===== config.mk =====
export PLATFORM = sky130hd
export DESIGN_NAME = instr_encoder_flat
export DESIGN_NICKNAME = d
export VERILOG_FILES = /design/src/rtl/instr_encoder_if.sv /design/src/rtl/instr_encoder.sv /design/src/flat_wrapper.sv
export SDC_FILE = /design/constraint.sdc
export NUM_CORES = 1
export LEC_CHECK = 0
export ABC_AREA = 0
export BUFFER_PORTS_ARGS = -buffer_cell sky130_fd_sc_hd__buf_2
export CAP_MARGIN = 25
export CORE_ASPECT_RATIO = 0.8
export CORE_UTILIZATION = 40
export CTS_BUF_LIST = sky130_fd_sc_hd__clkbuf_16
export CTS_CLUSTER_DIAMETER = 50
export DETAILED_ROUTE_END_ITERATION = 12
export PLACE_DENSITY = 0.7
export RECOVER_POWER = 100
export REMOVE_ABC_BUFFERS = 1
export SLEW_MARGIN = 20
export SYNTH_ARGS = -nofsm -noshare
export SYNTH_HDL_FRONTEND = slang
export SYNTH_SLANG_ARGS = --single-unit

===== constraint.sdc =====
create_clock -name clk -period 5.65 [get_ports clk]
set_clock_uncertainty 0.1 [all_clocks]
set_input_delay 0.2825 -clock clk [delete_from_list [all_inputs] [get_ports clk]]
set_output_delay 0.2825 -clock clk [all_outputs]
set_load 0.02 [all_outputs]

===== src/rtl/instr_encoder_if.sv =====
// Request/response bundle for the RV32I instruction encoder.
// The master drives requests and consumes results; the slave is the encoder.
interface instr_encoder_if #(
    parameter int ERRCNT_W = 8
);
    logic                in_valid;
    logic                in_ready;
    logic [6:0]          opcode;
    logic [2:0]          funct3;
    logic [6:0]          funct7;
    logic [4:0]          rd;
    logic [4:0]          rs1;
    logic [4:0]          rs2;
    logic [31:0]         imm;
    logic                flush;
    logic                out_valid;
    logic                out_ready;
    logic [31:0]         instr;
    logic [31:0]         out_addr;
    logic [2:0]          err;
    logic [ERRCNT_W-1:0] err_count;

    modport master (
        output in_valid, opcode, funct3, funct7, rd, rs1, rs2, imm, flush, out_ready,
        input  in_ready, out_valid, instr, out_addr, err, err_count
    );

    modport slave (
        input  in_valid, opcode, funct3, funct7, rd, rs1, rs2, imm, flush, out_ready,
        output in_ready, out_valid, instr, out_addr, err, err_count
    );
endinterface


===== src/rtl/instr_encoder.sv =====
// Two-stage valid/ready RV32I encoder: stage 1 captures fields and classifies the
// format, stage 2 holds the packed word, error flags and its assigned byte address.
module instr_encoder #(
    parameter int ERRCNT_W = 8
) (
    input  logic           clk,
    input  logic           rst_n,
    instr_encoder_if.slave bus
);
    typedef enum logic [2:0] {
        FMT_R, FMT_I, FMT_SH, FMT_S, FMT_B, FMT_J, FMT_U, FMT_BAD
    } fmt_t;

    localparam logic [31:0] NOP = 32'h0000_0013;

    function automatic fmt_t classify(input logic [6:0] op, input logic [2:0] f3);
        case (op)
            7'b0000011, 7'b1100111: return FMT_I;
            7'b0010011:             return (f3 == 3'b001 || f3 == 3'b101) ? FMT_SH : FMT_I;
            7'b0100011:             return FMT_S;
            7'b1100011:             return FMT_B;
            7'b1101111:             return FMT_J;
            7'b0110111, 7'b0010111: return FMT_U;
            7'b0110011:             return FMT_R;
            default:                return FMT_BAD;
        endcase
    endfunction

    // True when v is representable as a signed value of the given bit width.
    function automatic logic fits_signed(input logic [31:0] v, input int unsigned bits);
        logic [31:0] hi;
        hi = 32'hFFFF_FFFF << (bits - 1);
        return ((v & hi) == 32'd0) || ((v & hi) == hi);
    endfunction

    function automatic logic [ERRCNT_W-1:0] sat_inc(input logic [ERRCNT_W-1:0] c);
        return (&c) ? c : c + 1'b1;
    endfunction

    logic                r_rdy_en;
    logic                r_vld_p1;
    fmt_t                r_fmt_p1;
    logic [6:0]          r_opcode_p1;
    logic [2:0]          r_funct3_p1;
    logic [6:0]          r_funct7_p1;
    logic [4:0]          r_rd_p1;
    logic [4:0]          r_rs1_p1;
    logic [4:0]          r_rs2_p1;
    logic [31:0]         r_imm_p1;
    logic                r_vld_p2;
    logic [31:0]         r_instr_p2;
    logic [2:0]          r_err_p2;
    logic [31:0]         r_addr;
    logic [ERRCNT_W-1:0] r_err_cnt;

    logic                w_s2_en;
    logic                w_in_ready;
    logic                w_accept;
    logic                w_deliver;
    logic [31:0]         w_instr;
    logic [2:0]          w_err;

    assign w_s2_en    = !r_vld_p2 || bus.out_ready;
    assign w_in_ready = r_rdy_en && !bus.flush && (!r_vld_p1 || w_s2_en);
    assign w_accept   = bus.in_valid && w_in_ready;
    assign w_deliver  = r_vld_p2 && bus.out_ready;

    // Control: stage valids, ready enable and the delivery counters.
    always_ff @(posedge clk or negedge rst_n) begin
        if (!rst_n) begin
            r_rdy_en  <= 1'b0;
            r_vld_p1  <= 1'b0;
            r_vld_p2  <= 1'b0;
            r_addr    <= 32'd0;
            r_err_cnt <= '0;
        end else begin
            r_rdy_en <= 1'b1;
            if (bus.flush) begin
                r_vld_p1 <= 1'b0;
                r_vld_p2 <= 1'b0;
            end else begin
                if (w_s2_en)    r_vld_p2 <= r_vld_p1;
                if (w_in_ready) r_vld_p1 <= bus.in_valid;
            end
            if (w_deliver) begin
                r_addr <= r_addr + 32'd4;
                if (|r_err_p2) r_err_cnt <= sat_inc(r_err_cnt);
            end
        end
    end

    // Stage 1: capture request fields and classify the format.
    always_ff @(posedge clk) begin
        if (w_accept) begin
            r_fmt_p1    <= classify(bus.opcode, bus.funct3);
            r_opcode_p1 <= bus.opcode;
            r_funct3_p1 <= bus.funct3;
            r_funct7_p1 <= bus.funct7;
            r_rd_p1     <= bus.rd;
            r_rs1_p1    <= bus.rs1;
            r_rs2_p1    <= bus.rs2;
            r_imm_p1    <= bus.imm;
        end
    end

    // Errored requests still produce the truncated encoding of their format.
    always_comb begin
        w_instr = NOP;
        w_err   = 3'b000;
        case (r_fmt_p1)
            FMT_I: begin
                w_instr  = {r_imm_p1[11:0], r_rs1_p1, r_funct3_p1, r_rd_p1, r_opcode_p1};
                w_err[0] = !fits_signed(r_imm_p1, 12);
            end
            FMT_SH: begin
                w_instr  = {r_funct7_p1, r_imm_p1[4:0], r_rs1_p1, r_funct3_p1, r_rd_p1, r_opcode_p1};
                w_err[0] = |r_imm_p1[31:5];
            end
            FMT_S: begin
                w_instr  = {r_imm_p1[11:5], r_rs2_p1, r_rs1_p1, r_funct3_p1, r_imm_p1[4:0], r_opcode_p1};
                w_err[0] = !fits_signed(r_imm_p1, 12);
            end
            FMT_B: begin
                w_instr  = {r_imm_p1[12], r_imm_p1[10:5], r_rs2_p1, r_rs1_p1, r_funct3_p1,
                            r_imm_p1[4:1], r_imm_p1[11], r_opcode_p1};
                w_err[0] = !fits_signed(r_imm_p1, 13);
                w_err[1] = r_imm_p1[0];
            end
            FMT_J: begin
                w_instr  = {r_imm_p1[20], r_imm_p1[10:1], r_imm_p1[11], r_imm_p1[19:12],
                            r_rd_p1, r_opcode_p1};
                w_err[0] = !fits_signed(r_imm_p1, 21);
                w_err[1] = r_imm_p1[0];
            end
            FMT_U: begin
                w_instr  = {r_imm_p1[31:12], r_rd_p1, r_opcode_p1};
                w_err[0] = |r_imm_p1[11:0];
            end
            FMT_R: begin
                w_instr  = {r_funct7_p1, r_rs2_p1, r_rs1_p1, r_funct3_p1, r_rd_p1, r_opcode_p1};
            end
            default: begin
                w_err[2] = 1'b1;
            end
        endcase
    end

    // Stage 2: packed word and flags, held while the consumer stalls.
    always_ff @(posedge clk or negedge rst_n) begin
        if (!rst_n) begin
            r_instr_p2 <= 32'd0;
            r_err_p2   <= 3'b000;
        end else if (w_s2_en && r_vld_p1) begin
            r_instr_p2 <= w_instr;
            r_err_p2   <= w_err;
        end
    end

    assign bus.in_ready  = w_in_ready;
    assign bus.out_valid = r_vld_p2;
    assign bus.instr     = r_instr_p2;
    assign bus.out_addr  = r_addr;
    assign bus.err       = r_err_p2;
    assign bus.err_count = r_err_cnt;
endmodule


===== src/flat_wrapper.sv =====
// flat-port wrapper written by rule: the top's interface ports become plain ports
module instr_encoder_flat 
#(
    parameter int ERRCNT_W = 8
)
  (clk, rst_n, bus_in_valid, bus_opcode, bus_funct3, bus_funct7, bus_rd, bus_rs1, bus_rs2, bus_imm, bus_flush, bus_out_ready, bus_in_ready, bus_out_valid, bus_instr, bus_out_addr, bus_err, bus_err_count);
  instr_encoder_if #(.ERRCNT_W(ERRCNT_W)) bus_i ();
  input  logic clk;
  input  logic rst_n;
  input wire logic [$bits(bus_i.in_valid)-1:0] bus_in_valid;
  input wire logic [$bits(bus_i.opcode)-1:0] bus_opcode;
  input wire logic [$bits(bus_i.funct3)-1:0] bus_funct3;
  input wire logic [$bits(bus_i.funct7)-1:0] bus_funct7;
  input wire logic [$bits(bus_i.rd)-1:0] bus_rd;
  input wire logic [$bits(bus_i.rs1)-1:0] bus_rs1;
  input wire logic [$bits(bus_i.rs2)-1:0] bus_rs2;
  input wire logic [$bits(bus_i.imm)-1:0] bus_imm;
  input wire logic [$bits(bus_i.flush)-1:0] bus_flush;
  input wire logic [$bits(bus_i.out_ready)-1:0] bus_out_ready;
  output wire logic [$bits(bus_i.in_ready)-1:0] bus_in_ready;
  output wire logic [$bits(bus_i.out_valid)-1:0] bus_out_valid;
  output wire logic [$bits(bus_i.instr)-1:0] bus_instr;
  output wire logic [$bits(bus_i.out_addr)-1:0] bus_out_addr;
  output wire logic [$bits(bus_i.err)-1:0] bus_err;
  output wire logic [$bits(bus_i.err_count)-1:0] bus_err_count;
  assign bus_i.in_valid = bus_in_valid;
  assign bus_i.opcode = bus_opcode;
  assign bus_i.funct3 = bus_funct3;
  assign bus_i.funct7 = bus_funct7;
  assign bus_i.rd = bus_rd;
  assign bus_i.rs1 = bus_rs1;
  assign bus_i.rs2 = bus_rs2;
  assign bus_i.imm = bus_imm;
  assign bus_i.flush = bus_flush;
  assign bus_i.out_ready = bus_out_ready;
  assign bus_in_ready = bus_i.in_ready;
  assign bus_out_valid = bus_i.out_valid;
  assign bus_instr = bus_i.instr;
  assign bus_out_addr = bus_i.out_addr;
  assign bus_err = bus_i.err;
  assign bus_err_count = bus_i.err_count;
  instr_encoder #(.ERRCNT_W(ERRCNT_W)) u_core (.clk(clk), .rst_n(rst_n), .bus(bus_i));
endmodule

==> reports/qor.yml <==
clkLatencyLatePin_ns: 0.41
die_area_um2: 15900
met2_usage: 0.334
worst_slew_pin_slew_ns: 2.15
synth_edf_count: 67
wl_per_cell_um: 17.0
critPathKind: "flip-flop to flip-flop"
dr.pass1.iters: 5
cp-end-kind: "flip-flop"
cp_max_fo: 31
grt_first_pass_wirelength_um: 25300
whs_path_depth: 3
grt.busiest_layer: "met2"
maxSlewViolCount: 40
pin_count: 146
route.detailed.drc: 0
overflow: 0
layout.cells.most_common: "clkbuf_1"
start_kind: "flip-flop"
die_x_um: 141
dp_cells: 822
yosysWarnings: 0
grt_antenna_before_repair: 0
num_vias: 4885
r2r_cells: 5
violations: "max-capacitance violations, max-slew violations"
status: "finished, violations left"
period_needed_ns: 2.89
start_util: 0.410
coreArea_um2: 15000
crit_arrival_ns: 3.06
grt.total_usage: 0.209
fin_crit_sh: 0.512
r2r_setup_slack_ns: 2.76
vdd_ir_drop_max_v: 0.000213
synth_cells: 510
fin_util: 0.541
cts_made_buffers: 17
min_path_type: "primary input to flip-flop"
cts_root_buf: "clkbuf_16"
p_per_area_nw_per_um2: 335
io_buffer_count: 143
grt_pass1_vias: 4910
drive_gt1_frac: 0.134
yosysUniqueCellTypes: 54
syn_area_um2: 6150
die_y_um: 113
layout_common_cells: "clkbuf_1 (91), dfrtp_1 (76), nand2_1 (68)"
drv_cap: 1
async_flop_share: 0.531
grt_setup_unrepaired: "no"
met1_usage: 0.278
dp_hpwl_um: 10500
nNetsFinal: 788
power_mw: 2.72
timing.hold.ws_ns: 0.0769
drt_iter0_markers: 418
crit_required_ns: 5.82
final_cells: 920
tritoncts: "yes"
vias_per_cell: 5.31
grt_max_degree: 77
worstHoldStart: "bus_in_valid"
max_freq_mhz: 346
n_fill_cell: 1299
area_delta_synth_final_pct: 32.2
finalHoldViolCount: 0
ant_nets: 0
clock_sinks: 143
wirelength_um: 15700
yosysSeqAreaShare: 0.637
rows: 40
min_to: "u_core.r_vld_p1"
leakage_nw: 3.26
worstReg2RegEnd: "u_core.bus.err[0]"
tns_ns: 0
slew_headroom: -0.432
cts.clk_slew.worst_paths_ns: 0.06
worstReg2RegStart: "u_core.r_fmt_p1[1]"
setup_violations: 0
post_synth.cell_area_avg_um2: 12.1
synthFlopType: "dfrtp_1"
cts_max_level: 4
gp_congestion: 0.881
use_met3: 0.0504
synth-seq-cells: 143
clockBufferDepth: 2
## cell usage after synthesis, types with 3 or more instances
cell | instances | area share
inv_1 | 13 | 0.0079
a211oi_1 | 9 | 0.011
mux2i_1 | 4 | 0.0065
dfrtp_1 | 76 | 0.31
a21o_1 | 4 | 0.0049
and3_1 | 6 | 0.0061
nand4_1 | 14 | 0.014
o31ai_1 | 3 | 0.0037
nand3_1 | 14 | 0.011
nand2b_1 | 9 | 0.0092
a22o_1 | 9 | 0.013
xor2_1 | 11 | 0.016
nor2b_1 | 7 | 0.0071
clkbuf_1 | 15 | 0.0092
xnor2_1 | 24 | 0.034
nor2_2 | 3 | 0.0031
a21oi_1 | 12 | 0.0098
and2_1 | 8 | 0.0081
mux4_2 | 4 | 0.015
nor4_1 | 7 | 0.0071
o22a_1 | 3 | 0.0043
buf_1 | 3 | 0.0018
mux2_2 | 3 | 0.0055
edfxtp_1 | 67 | 0.33
nor2_1 | 28 | 0.017
nand2_1 | 68 | 0.042
o21ai_0 | 32 | 0.026
a22oi_1 | 7 | 0.0085
nor3_1 | 8 | 0.0065
a222oi_1 | 8 | 0.013
## worst max path at each step
stage / cells after the start / to / from
2_1_floorplan: 3 / u_core.r_fmt_p1[0] / u_core.bus.out_valid
3_3_place_gp: 4 / u_core.bus.instr[27] / u_core.r_fmt_p1[0]
3_5_place_dp: 4 / u_core.bus.instr[26] / u_core.r_fmt_p1[0]
4_1_cts: 4 / u_core.bus.instr[26] / u_core.r_fmt_p1[0]
5_1_grt: 3 / u_core.bus.instr[23] / u_core.r_fmt_p1[1]
6_report: 5 / u_core.bus.err[0] / u_core.r_fmt_p1[1]
## where the power goes
group | total [mW] | internal (mW) | switching (mW) | leakage [nW]
logic | 0.366 | 0.143 | 0.223 | 1.37
clock network | 1.09 | 0.648 | 0.440 | 0.280
registers | 1.27 | 1.18 | 0.0853 | 1.61
## critical path: stages, from the launching register on
cell and delay (ns):
edfxtp_1 0.99, and2_0 0.90, a21oi_1 0.15, mux2_1 0.38, o31ai_1 0.10, o211ai_1 0.14
## flip-flops by register name, indices dropped and copies added, names as in the netlist
register / flops
u_core.r_imm_p1: 32
u_core.bus.err: 3
u_core.r_rdy_en: 1
u_core.bus.err_count: 8
u_core.r_fmt_p1: 3
u_core.r_rd_p1: 5
u_core.r_funct3_p1: 3
u_core.r_funct7_p1: 7
u_core.bus.instr: 32
u_core.bus.out_valid: 1
u_core.r_vld_p1: 1
u_core.bus.out_addr: 30
u_core.r_rs1_p1: 5
u_core.r_rs2_p1: 5
u_core.r_opcode_p1: 7
## through the flow
| stage | setup WS [ns] | cell area, µm² |
|---|---|---|
| 2_1_floorplan | 2.41 | 6050 |
| 3_3_place_gp | 3.17 | 7020 |
| 3_5_place_dp | 2.93 | 7020 |
| 4_1_cts | 2.92 | 8240 |
| 5_1_grt | 2.55 | 8120 |
| 6_report | 2.76 | 8130 |
## cells by family (layout without fill, tap and decap cells)
logic type / Yosys count / after routing / share of synthesized area
AND/OR/NAND/NOR: 184 / 184 / 0.148
flip-flops: 143 / 143 / 0.637
AO/OA/AOI/OAI: 96 / 96 / 0.106
XOR/XNOR: 36 / 36 / 0.0525
buffers and inverters: 36 / 255 / 0.0248
multiplexers: 11 / 11 / 0.0267
adder cells (fa/ha/maj): 2 / 2 / 0.00407
other: 2 / 4 / 0.00122
## repair_timing
item | in CTS | in global routing
endpoints found under the hold margin | 140 | 0
gates resized for setup | 0 | 0
setup buffers | 0 | 0
hold buffers | 64 | 0
## area by class of cell
cell class | count | area (µm²) | share of cell area
Clock buffer | 17 | 425 | 0.0524
Multi-Input combinational cell | 332 | 2070 | 0.255
Inverter | 13 | 48.8 | 0.00601
Tap cell | 189 | 236 | 0.0291
Sequential cell | 143 | 3910 | 0.482
Clock inverter | 15 | 150 | 0.0185
Antenna cell | 1 | 2.50 | 0.000308
Timing Repair Buffer | 210 | 1280 | 0.157
## metal layers
metal,up-vias,part of all wire,wire length (µm)
li1,2274,-,-
met1,2384,0.44,6910
met2,206,0.48,7460
met3,21,0.064,1010
met4,0,0.019,294
met5,-,0,0
Power figures use the tool's default switching activity.
